$ cat src/rtl/keypad_event_scanner.sv
// keypad_event_scanner
// Scans a ROWS x COLS matrix keypad one row at a time and debounces each key
// on its own. Press, release and typematic-repeat events go into a small FIFO
// that is read through a valid/ready handshake.
module keypad_event_scanner #(
   parameter int ROWS         = 4,
   parameter int COLS         = 4,
   parameter int DWELL_CYCLES = 50000,
   parameter int DEB_SCANS    = 10,
   parameter int REP_DELAY    = 50,
   parameter int REP_PERIOD   = 10,
   parameter int FIFO_DEPTH   = 8
) (
   input  logic                          clk,
   input  logic                          RSTn,
   input  logic [COLS-1:0]               col,
   output logic [ROWS-1:0]               row,
   input  logic                          repeat_en,
   output logic [ROWS*COLS-1:0]          key_state,
   output logic                          light,
   output logic                          ev_valid,
   input  logic                          ev_ready,
   output logic [1:0]                    ev_type,
   output logic [$clog2(ROWS*COLS)-1:0]  ev_code,
   output logic                          ovf,
   input  logic                          ovf_clr
);

   localparam int KEYS    = ROWS * COLS;
   localparam int CODE_W  = $clog2(KEYS);
   localparam int ROW_W   = $clog2(ROWS);
   localparam int COL_W   = $clog2(COLS);
   localparam int DWELL_W = $clog2(DWELL_CYCLES);
   // DRIVE is sized so that DRIVE + SAMPLE + COMMIT spans exactly DWELL_CYCLES,
   // which keeps the full scan period at ROWS*DWELL_CYCLES clocks.
   localparam int DRIVE_LEN = DWELL_CYCLES - COLS - 1;
   localparam int DEB_W   = $clog2(DEB_SCANS + 1);
   localparam int REP_MAX = (REP_DELAY > REP_PERIOD) ? REP_DELAY : REP_PERIOD;
   localparam int REP_W   = $clog2(REP_MAX + 1);
   localparam int ADDR_W  = $clog2(FIFO_DEPTH);
   localparam int ENT_W   = CODE_W + 2;

   localparam logic [1:0] EV_RELEASE = 2'b00;
   localparam logic [1:0] EV_PRESS   = 2'b01;
   localparam logic [1:0] EV_REPEAT  = 2'b10;

   typedef enum logic [1:0] {
      ST_DRIVE,
      ST_SAMPLE,
      ST_COMMIT
   } state_t;

   // ---------------------------------------------------------------------
   // Column synchroniser
   // ---------------------------------------------------------------------
   logic [COLS-1:0] col_meta_reg;
   logic [COLS-1:0] col_sync_reg;

   // Two-flop synchroniser; idle columns read high (pulled up).
   always_ff @(posedge clk or negedge RSTn) begin
      if (!RSTn) begin
         col_meta_reg <= '1;
         col_sync_reg <= '1;
      end else begin
         col_meta_reg <= col;
         col_sync_reg <= col_meta_reg;
      end
   end

   // ---------------------------------------------------------------------
   // Scan FSM
   // ---------------------------------------------------------------------
   state_t             state_reg, state_next;
   logic [DWELL_W-1:0] dwell_reg, dwell_next;
   logic [ROW_W-1:0]   row_idx_reg, row_idx_next;
   logic [COL_W-1:0]   col_idx_reg, col_idx_next;
   logic [COLS-1:0]    sample_reg, sample_next;

   // Scan state and counters register.
   always_ff @(posedge clk or negedge RSTn) begin
      if (!RSTn) begin
         state_reg   <= ST_DRIVE;
         dwell_reg   <= '0;
         row_idx_reg <= '0;
         col_idx_reg <= '0;
         sample_reg  <= '1;
      end else begin
         state_reg   <= state_next;
         dwell_reg   <= dwell_next;
         row_idx_reg <= row_idx_next;
         col_idx_reg <= col_idx_next;
         sample_reg  <= sample_next;
      end
   end

   // Next-state logic: settle the row, latch its columns, then walk the keys.
   always_comb begin
      state_next   = state_reg;
      dwell_next   = dwell_reg;
      row_idx_next = row_idx_reg;
      col_idx_next = col_idx_reg;
      sample_next  = sample_reg;
      case (state_reg)
         ST_DRIVE: begin
            if (dwell_reg == DWELL_W'(DRIVE_LEN - 1)) begin
               dwell_next = '0;
               state_next = ST_SAMPLE;
            end else begin
               dwell_next = dwell_reg + 1'b1;
            end
         end
         ST_SAMPLE: begin
            sample_next = col_sync_reg;
            state_next  = ST_COMMIT;
         end
         ST_COMMIT: begin
            if (col_idx_reg == COL_W'(COLS - 1)) begin
               col_idx_next = '0;
               state_next   = ST_DRIVE;
               row_idx_next = (row_idx_reg == ROW_W'(ROWS - 1)) ? '0 : row_idx_reg + 1'b1;
            end else begin
               col_idx_next = col_idx_reg + 1'b1;
            end
         end
         default: state_next = ST_DRIVE;
      endcase
   end

   assign row = ~(ROWS'(1) << row_idx_reg);

   logic              commit;
   logic [CODE_W-1:0] cur_key;
   logic              cur_raw;

   assign commit  = (state_reg == ST_COMMIT);
   assign cur_key = CODE_W'(row_idx_reg) * CODE_W'(COLS) + CODE_W'(col_idx_reg);
   assign cur_raw = ~sample_reg[col_idx_reg];

   // ---------------------------------------------------------------------
   // Per-key debounce
   // ---------------------------------------------------------------------
   logic [KEYS-1:0] press_vec;
   logic [KEYS-1:0] release_vec;

   genvar gi;
   generate
      for (gi = 0; gi < KEYS; gi++) begin : g_key
         localparam int KR = gi / COLS;
         localparam int KC = gi % COLS;
         logic             sel;
         logic             raw;
         logic             flip;
         logic             stable_reg, stable_next;
         logic [DEB_W-1:0] deb_cnt_reg, deb_cnt_next;

         assign sel = commit && (row_idx_reg == ROW_W'(KR)) && (col_idx_reg == COL_W'(KC));
         assign raw = ~sample_reg[KC];

         // Count consecutive disagreeing scans; flip the stable level once enough accumulate.
         always_comb begin
            deb_cnt_next = deb_cnt_reg;
            stable_next  = stable_reg;
            flip         = 1'b0;
            if (sel) begin
               if (raw == stable_reg) begin
                  deb_cnt_next = '0;
               end else if (deb_cnt_reg == DEB_W'(DEB_SCANS - 1)) begin
                  deb_cnt_next = '0;
                  stable_next  = ~stable_reg;
                  flip         = 1'b1;
               end else begin
                  deb_cnt_next = deb_cnt_reg + 1'b1;
               end
            end
         end

         // Debounce state register for this key.
         always_ff @(posedge clk or negedge RSTn) begin
            if (!RSTn) begin
               stable_reg  <= 1'b0;
               deb_cnt_reg <= '0;
            end else begin
               stable_reg  <= stable_next;
               deb_cnt_reg <= deb_cnt_next;
            end
         end

         assign key_state[gi]   = stable_reg;
         assign press_vec[gi]   = flip & ~stable_reg;
         assign release_vec[gi] = flip & stable_reg;
      end
   endgenerate

   logic press_any;
   logic release_any;

   assign press_any   = |press_vec;
   assign release_any = |release_vec;
   assign light       = |key_state;

   // ---------------------------------------------------------------------
   // Typematic repeat tracker (most recently pressed key only)
   // ---------------------------------------------------------------------
   logic              trk_armed_reg, trk_armed_next;
   logic              trk_first_reg, trk_first_next;
   logic [CODE_W-1:0] trk_code_reg, trk_code_next;
   logic [REP_W-1:0]  trk_cnt_reg, trk_cnt_next;
   logic [REP_W-1:0]  trk_cnt_inc;
   logic [REP_W-1:0]  trk_target;
   logic              rep_hit;

   assign trk_cnt_inc = trk_cnt_reg + 1'b1;
   assign trk_target  = trk_first_reg ? REP_W'(REP_DELAY) : REP_W'(REP_PERIOD);

   // Tracker state register.
   always_ff @(posedge clk or negedge RSTn) begin
      if (!RSTn) begin
         trk_armed_reg <= 1'b0;
         trk_first_reg <= 1'b1;
         trk_code_reg  <= '0;
         trk_cnt_reg   <= '0;
      end else begin
         trk_armed_reg <= trk_armed_next;
         trk_first_reg <= trk_first_next;
         trk_code_reg  <= trk_code_next;
         trk_cnt_reg   <= trk_cnt_next;
      end
   end

   // Retarget on press, disarm on release or disable, and count held scans.
   // Counting pauses while the raw pin reads released, so a key whose release
   // is still being debounced emits no further repeats.
   always_comb begin
      trk_armed_next = trk_armed_reg;
      trk_first_next = trk_first_reg;
      trk_code_next  = trk_code_reg;
      trk_cnt_next   = trk_cnt_reg;
      rep_hit        = 1'b0;
      if (press_any && repeat_en) begin
         trk_armed_next = 1'b1;
         trk_first_next = 1'b1;
         trk_code_next  = cur_key;
         trk_cnt_next   = '0;
      end else if (!repeat_en || (release_any && (cur_key == trk_code_reg))) begin
         trk_armed_next = 1'b0;
      end else if (trk_armed_reg && commit && (cur_key == trk_code_reg) && cur_raw) begin
         if (trk_cnt_inc == trk_target) begin
            rep_hit        = 1'b1;
            trk_cnt_next   = '0;
            trk_first_next = 1'b0;
         end else begin
            trk_cnt_next = trk_cnt_inc;
         end
      end
   end

   // ---------------------------------------------------------------------
   // Event FIFO
   // ---------------------------------------------------------------------
   logic             push_valid;
   logic [1:0]       push_type;
   logic             fifo_empty;
   logic             fifo_full;
   logic             pop;
   logic             push_ok;
   logic             drop;
   logic [ADDR_W:0]  wr_ptr_reg;
   logic [ADDR_W:0]  rd_ptr_reg;
   logic [ENT_W-1:0] mem_reg [FIFO_DEPTH];
   logic             ovf_reg;

   // A debounce flip on the committed key takes priority over a repeat.
   assign push_valid = press_any | release_any | rep_hit;
   assign push_type  = press_any ? EV_PRESS : (release_any ? EV_RELEASE : EV_REPEAT);

   assign fifo_empty = (wr_ptr_reg == rd_ptr_reg);
   assign fifo_full  = (wr_ptr_reg[ADDR_W] != rd_ptr_reg[ADDR_W]) &&
                       (wr_ptr_reg[ADDR_W-1:0] == rd_ptr_reg[ADDR_W-1:0]);
   assign pop        = ~fifo_empty & ev_ready;
   assign push_ok    = push_valid & (~fifo_full | pop);
   assign drop       = push_valid & ~push_ok;

   // FIFO storage and pointers; entries reset so the head reads zero after reset.
   always_ff @(posedge clk or negedge RSTn) begin
      if (!RSTn) begin
         wr_ptr_reg <= '0;
         rd_ptr_reg <= '0;
         for (int i = 0; i < FIFO_DEPTH; i++) begin
            mem_reg[i] <= '0;
         end
      end else begin
         if (push_ok) begin
            mem_reg[wr_ptr_reg[ADDR_W-1:0]] <= {push_type, cur_key};
            wr_ptr_reg <= wr_ptr_reg + 1'b1;
         end
         if (pop) begin
            rd_ptr_reg <= rd_ptr_reg + 1'b1;
         end
      end
   end

   // Sticky overflow flag; a new drop outranks a clear in the same cycle.
   always_ff @(posedge clk or negedge RSTn) begin
      if (!RSTn) begin
         ovf_reg <= 1'b0;
      end else if (drop) begin
         ovf_reg <= 1'b1;
      end else if (ovf_clr) begin
         ovf_reg <= 1'b0;
      end
   end

   assign ovf                = ovf_reg;
   assign ev_valid           = ~fifo_empty;
   assign {ev_type, ev_code} = mem_reg[rd_ptr_reg[ADDR_W-1:0]];

endmodule

$ cat config.mk
export PLATFORM = sky130hd
export DESIGN_NAME = keypad_event_scanner
export DESIGN_NICKNAME = d
export VERILOG_FILES = /design/src/rtl/keypad_event_scanner.sv
export SDC_FILE = /design/constraint.sdc
export NUM_CORES = 1
export LEC_CHECK = 0
export CORE_ASPECT_RATIO = 0.6
export CORE_MARGIN = 5
export CORE_UTILIZATION = 42
export CTS_CLUSTER_DIAMETER = 120
export CTS_CLUSTER_SIZE = 8
export DETAILED_ROUTE_END_ITERATION = 7
export HOLD_SLACK_MARGIN = 0.1
export MAX_ROUTING_LAYER = met4
export PLACE_DENSITY_LB_ADDON = 0.15
export SLEW_MARGIN = 10
export SYNTH_ARGS = -nofsm -noshare
export SYNTH_HDL_FRONTEND = slang
export SYNTH_SLANG_ARGS = --single-unit
$ cat constraint.sdc
create_clock -name clk -period 7.9 [get_ports clk]
set_input_delay 0.79 -clock clk [delete_from_list [all_inputs] [get_ports clk]]
set_output_delay 0.79 -clock clk [all_outputs]
set_load 0.01 [all_outputs]
==> results_dict.tcl, run 1 <==
set metrics [dict create \
    power_leakage_nw 4.921 \
    num_rows 44 \
    cp-start-kind "flop" \
    cts.htree.levels 4 \
    fin_area_um2 11190 \
    synth_area_leader_cell "dfrtp_1" \
    gp_congestion 0.8824 \
    yosysMostFrequentCell "dfrtp_1" \
    detailed_place.area_um2 10610 \
    die_w_um 210.7 \
    fmax_mhz 264.5 \
    fp.dieH_um 130.4 \
    final_nets 1012 \
    synth_top_area_share_pct 41.91 \
    cts_num_sinks 183 \
    grt_overflow 0 \
    synth_edf_count 0 \
    status "completed" \
    drt-initial-drc-count 590 \
    synth_area_per_cell_um2 10.64 \
    top_level_ports 38 \
    ir_drop_mv 0.1422 \
    ant_nets 0 \
    fin_tns_setup_ps 0 \
    place.detailed.hpwl_um 15260 \
    fin_crit_ps 3781 \
    finalHoldViolCount 0 \
    hold_buffers 0 \
    worst_ep_arrival_time_ps 4110 \
    via_per_inst 5.385 \
    core_um2 24000 \
    layout-drive-gt1-share_pct 15.26 \
    p_per_area_nw_per_um2 162.8 \
    insertion_delay_ps 440 \
    dp_cells 1260 \
    largest_reg_flops 64 \
    synth_area_leaders "dfrtp_1 (42%), o21ai_0 (6.1%), ha_1 (5.7%), mux2_4 (4.3%), dfstp_2 (3.4%)" \
    required_ps 8220 \
    hold_path.class "flop to flop" \
    drc 0 \
    synth_cell_types 60 \
    max-cap-violations 0 \
    worstSetupPathType "flop to flop" \
    cts_resized 0 \
    synthArstFlopShare_pct 100.0 \
    antenna_found_initial 0 \
    die_area_um2 27480 \
    syn_inst 954 \
    cts-root-buf "clkbuf_16" \
    cts_buffers 17 \
    synth-main-ff-cell "dfrtp_1" \
    drv_slew 0 \
    clockBufferDepth 2 \
    synth.cell_area_um2 10150 \
    diodes 0 \
    initial_core_util_pct 42.29 \
    grt_pass1_vias 6526 \
    area.growth.synth_to_final_pct 10.29 \
    wl_um 21860 \
    cts_tree "done" \
    postSynthRegisterBits 183 \
    fillerInstances 2298 \
    fin_cells 1292 \
    drtPass1Iterations 5 \
    rsz0062_at_grt "false" \
    ys.warnings.count 0 \
    yosys-top-cells-count "dfrtp_1 (170), o21ai_0 (124), nand2_1 (87), ha_1 (46), o31ai_1 (43)" \
    grt_max_degree 104 \
    utilization_pct 46.64 \
    grt_pass1_wl_um 36220 \
    vias 6958 \
    postCtsSetupBuffers 0 \
    worstSetupEndpointType "flop" \
    syn_nets 1009 \
    tightestPinTransition_ps 1045 \
    path_max_fanout 14 \
    slew_headroom_pct 30.36 \
    ys_seq_area_share_pct 45.28 \
    setup-violations-final 0 \
    finClkSkew_ps 11.10 \
    finalCritPeriodShare_pct 47.86 \
    clk_pin_slew_ps 70 \
    routedWlPerCell_um 16.92 \
    io_buffers 37 \
    grtUsageTotal_pct 17.18 \
]
[power breakdown]
group	total [mW]	switching [mW]	internal, mW
registers	0.942	0.000937	0.941
logic	0.0230	0.0188	0.00416
clock network	0.858	0.381	0.477
total	1.82	0.401	1.42
[cell families (layout without fill, tap and decap cells)]
logic type	Yosys count	in the layout	synth area share [%]
AO/OA/AOI/OAI	210	210	12.85
adder cells (fa/ha/maj)	46	46	5.671
multiplexers	65	65	9.689
buffers and inverters	83	99	4.327
XOR/XNOR	40	40	3.452
AND/OR/NAND/NOR	327	327	18.74
flip-flops	183	183	45.28
[layout make-up]
cell class              count  area (µm²)  area share, %
multi-input cells         688        5115          45.69
clock buffers              18       439.2          3.923
inverters                  28       105.1         0.9389
well taps                 322       402.9          3.599
repair buffers             39       389.1          3.476
flip-flops and latches    183        4596          41.05
clock inverters            14       147.6          1.319
[path summary, 6_finish.rpt]
kind	startpoint	end	slack (ps)	depth (start not counted)
hold / removal	col_meta_reg[3]	col_sync_reg[3]	350	0
max in group asynchronous	RSTn	mem_reg[46]	5900	2
hold reg to reg	col_meta_reg[3]	col_sync_reg[3]	350	0
setup reg to reg	row_idx_reg[1]	trk_code_reg[2]	4120	7
min in group asynchronous	RSTn	g_key[12].deb_cnt_reg[0]	410	1
setup / recovery	row_idx_reg[1]	trk_code_reg[2]	4120	7
[routing by layer]
| layer | wire length (µm) | up-vias | global-route usage, % |
|---|---|---|---|
| li1 | - | 3440 | - |
| met1 | 12420 | 3367 | 27.75 |
| met2 | 8270 | 137 | 21.25 |
| met3 | 957 | 14 | 3.579 |
| met4 | 215 | 0 | 4.267 |
| met5 | 0 | - | - |
[per-stage QoR]
step,power (mW),setup slack (ps),hold WS [ps]
after global placement,0.9843,4237,346.2
after detailed placement,0.9844,4196,347.2
after CTS,1.854,4173,351.6
after global routing,1.895,3819,352.7
after floorplan,0.9597,5116,345.2
final,1.822,4119,349.0
[cells in the final DEF, fill, tap and decap left out, drive strengths merged, types with 17 or more instances in the layout]
cell / count
nand2b: 19
inv: 32
nor2: 33
nand2: 89
ha: 46
nand4b: 17
nand3b: 23
nor4: 29
clkdlybuf4s50: 36
o21ai: 132
dfrtp: 170
nand3: 26
xnor2: 33
and3: 21
nor3: 21
clkbuf: 19
a21oi: 21
mux2: 49
o31ai: 43
[worst max-delay path, cell delays in order, from the launching register on]
cell,delay [ps]
dfrtp_1,660
ha_1,450
nand4b_2,300
nor4_1,610
nor4_1,170
and4_2,360
nor2b_1,700
mux2_2,410
(Power assumes the default switching activity.)
==> run 2: changes to the inputs <==
clock period = 3.9 ns   (was 7.9 ns; I/O delays follow)
==> results_dict.tcl, run 2 (synthesis gave the netlist of run 1 again) <==
set metrics [dict create \
    status "completed" \
    fin_crit_ps 3373 \
    utilization_pct 47.17 \
    finClkSkew_ps 17.32 \
    io_buffers 37 \
    crit_buf_inv 0 \
    dp_cells 1273 \
    multi_input_area_um2 5115 \
    fin_tns_setup_ps 0 \
    crit_top_cell "nor4_1" \
    crit_path_max_incr_delay_ps 950 \
    final_common_cell "dfrtp_1" \
    drc 0 \
    required_ps 4230 \
    path_cells "nand4b_2 -> nor4_1 -> nor4_1 -> and4_2 -> nor2b_1 -> mux2_2" \
    slew_headroom_pct 38.67 \
    num_rows 44 \
    cts.htree.levels 4 \
    grtUsageTotal_pct 18.07 \
    fmax_mhz 296.5 \
    routedWlPerCell_um 17.54 \
    wl_um 22890 \
    final_nets 1025 \
    area.growth.synth_to_final_pct 11.55 \
    fp.dieH_um 130.4 \
    core_um2 24000 \
    grt_overflow 0 \
    rsz0062_at_grt "false" \
    max-cap-violations 0 \
    finalCritPeriodShare_pct 86.49 \
    antenna_found_initial 0 \
    insertion_delay_ps 450 \
    clockBufferDepth 2 \
    die_w_um 210.7 \
    final_cell_mix "dfrtp_1 (170), o21ai_0 (124), nand2_1 (87)" \
    cts_num_sinks 183 \
    cp-start-kind "flop" \
    drt-initial-drc-count 651 \
    via_per_inst 5.435 \
    grt_pass1_wl_um 38130 \
    grt_pass1_vias 6773 \
    largest_reg_flops 64 \
    postCtsSetupBuffers 0 \
    power_leakage_nw 4.998 \
    worstSetupEndpointType "flop" \
    grt_max_degree 108 \
    critical_path.top_delay_family "simple AND/OR/NAND/NOR gates" \
    initial_core_util_pct 42.29 \
    place.detailed.hpwl_um 16280 \
    cts_buffers 17 \
    hold_buffers 0 \
    drv_slew 0 \
    setup-violations-final 0 \
    cts-root-buf "clkbuf_16" \
    dpl_worst_slack_ps 633.9 \
    finalWorstSetupSlack_ps 527.0 \
    path_max_fanout 21 \
    gp_congestion 0.8371 \
    die_area_um2 27480 \
    drtPass1Iterations 5 \
    fin_cells 1305 \
    hold_path.class "primary input to asynchronous set/reset pin" \
    finalHoldViolCount 0 \
    layout-drive-gt1-share_pct 16.17 \
    fillerInstances 2247 \
    p_per_area_nw_per_um2 330.3 \
    cpMaxStageDelayCell "dfrtp_1" \
    vias 7093 \
    ant_nets 0 \
    top_level_ports 38 \
    clk_pin_slew_ps 70 \
    diodes 0 \
    cts_resized 0 \
    worst_ep_arrival_time_ps 3700 \
    tightestPinTransition_ps 920.0 \
    ir_drop_mv 0.2785 \
    cts_tree "done" \
    regArea_um2 4596 \
    worstSetupPathType "flop to flop" \
]
[run 2: power breakdown]
| part | switching [mW] | internal, mW |
|---|---|---|
| Sequential | 0.00181 | 1.91 |
| Clock | 0.781 | 1.00 |
| Combinational | 0.0389 | 0.0119 |
| Total | 0.822 | 2.92 |
[run 2: final timing paths]
kind / startpoint / endpoint / slack, ps / depth (start not counted)
max: state_reg[1] / trk_code_reg[0] / 530 / 6
min: RSTn / g_key[11].deb_cnt_reg[0] / 60 / 1
max reg2reg: state_reg[1] / trk_code_reg[0] / 530 / 6
min reg2reg: col_meta_reg[0] / col_sync_reg[0] / 350 / 0
max in group asynchronous: RSTn / trk_first_reg / 3020 / 2
min in group clk: col[2] / col_meta_reg[2] / 340 / 1
[run 2: layout make-up]
class	instances	share of cell area, %
Clock buffer	22	4.188
Tap cell	322	3.558
Sequential cell	183	40.59
Timing Repair Buffer	52	4.520
Multi-Input combinational cell	688	45.18
Clock inverter	10	1.039
Inverter	28	0.9283
[run 2: per-layer routing]
metal,vias up,GRT usage (%),part of all wire [%]
met1,3457,29.13,56
met5,-,-,0
li1,3470,-,-
met2,156,22.40,38
met4,0,3.886,0.76
met3,10,4.176,5.2
[run 2: worst reg2reg max path, cell delays in order, from the launching register on]
cell and delay [ps]:
dfrtp_1 950, nand4b_2 440, nor4_1 540, nor4_1 140, and4_2 370, nor2b_1 420, mux2_2 390
[run 2: metrics by stage]
step | power [mW] | cell area [µm²] | hold slack [ps]
detailed placement | 1.999 | 10730 | 347.3
finish | 3.739 | 11320 | 55.32
CTS | 3.791 | 11320 | 101.6
floorplan | 1.944 | 10150 | 94.41
global placement | 1.998 | 10730 | 345.9
global route | 3.888 | 11320 | 114.9
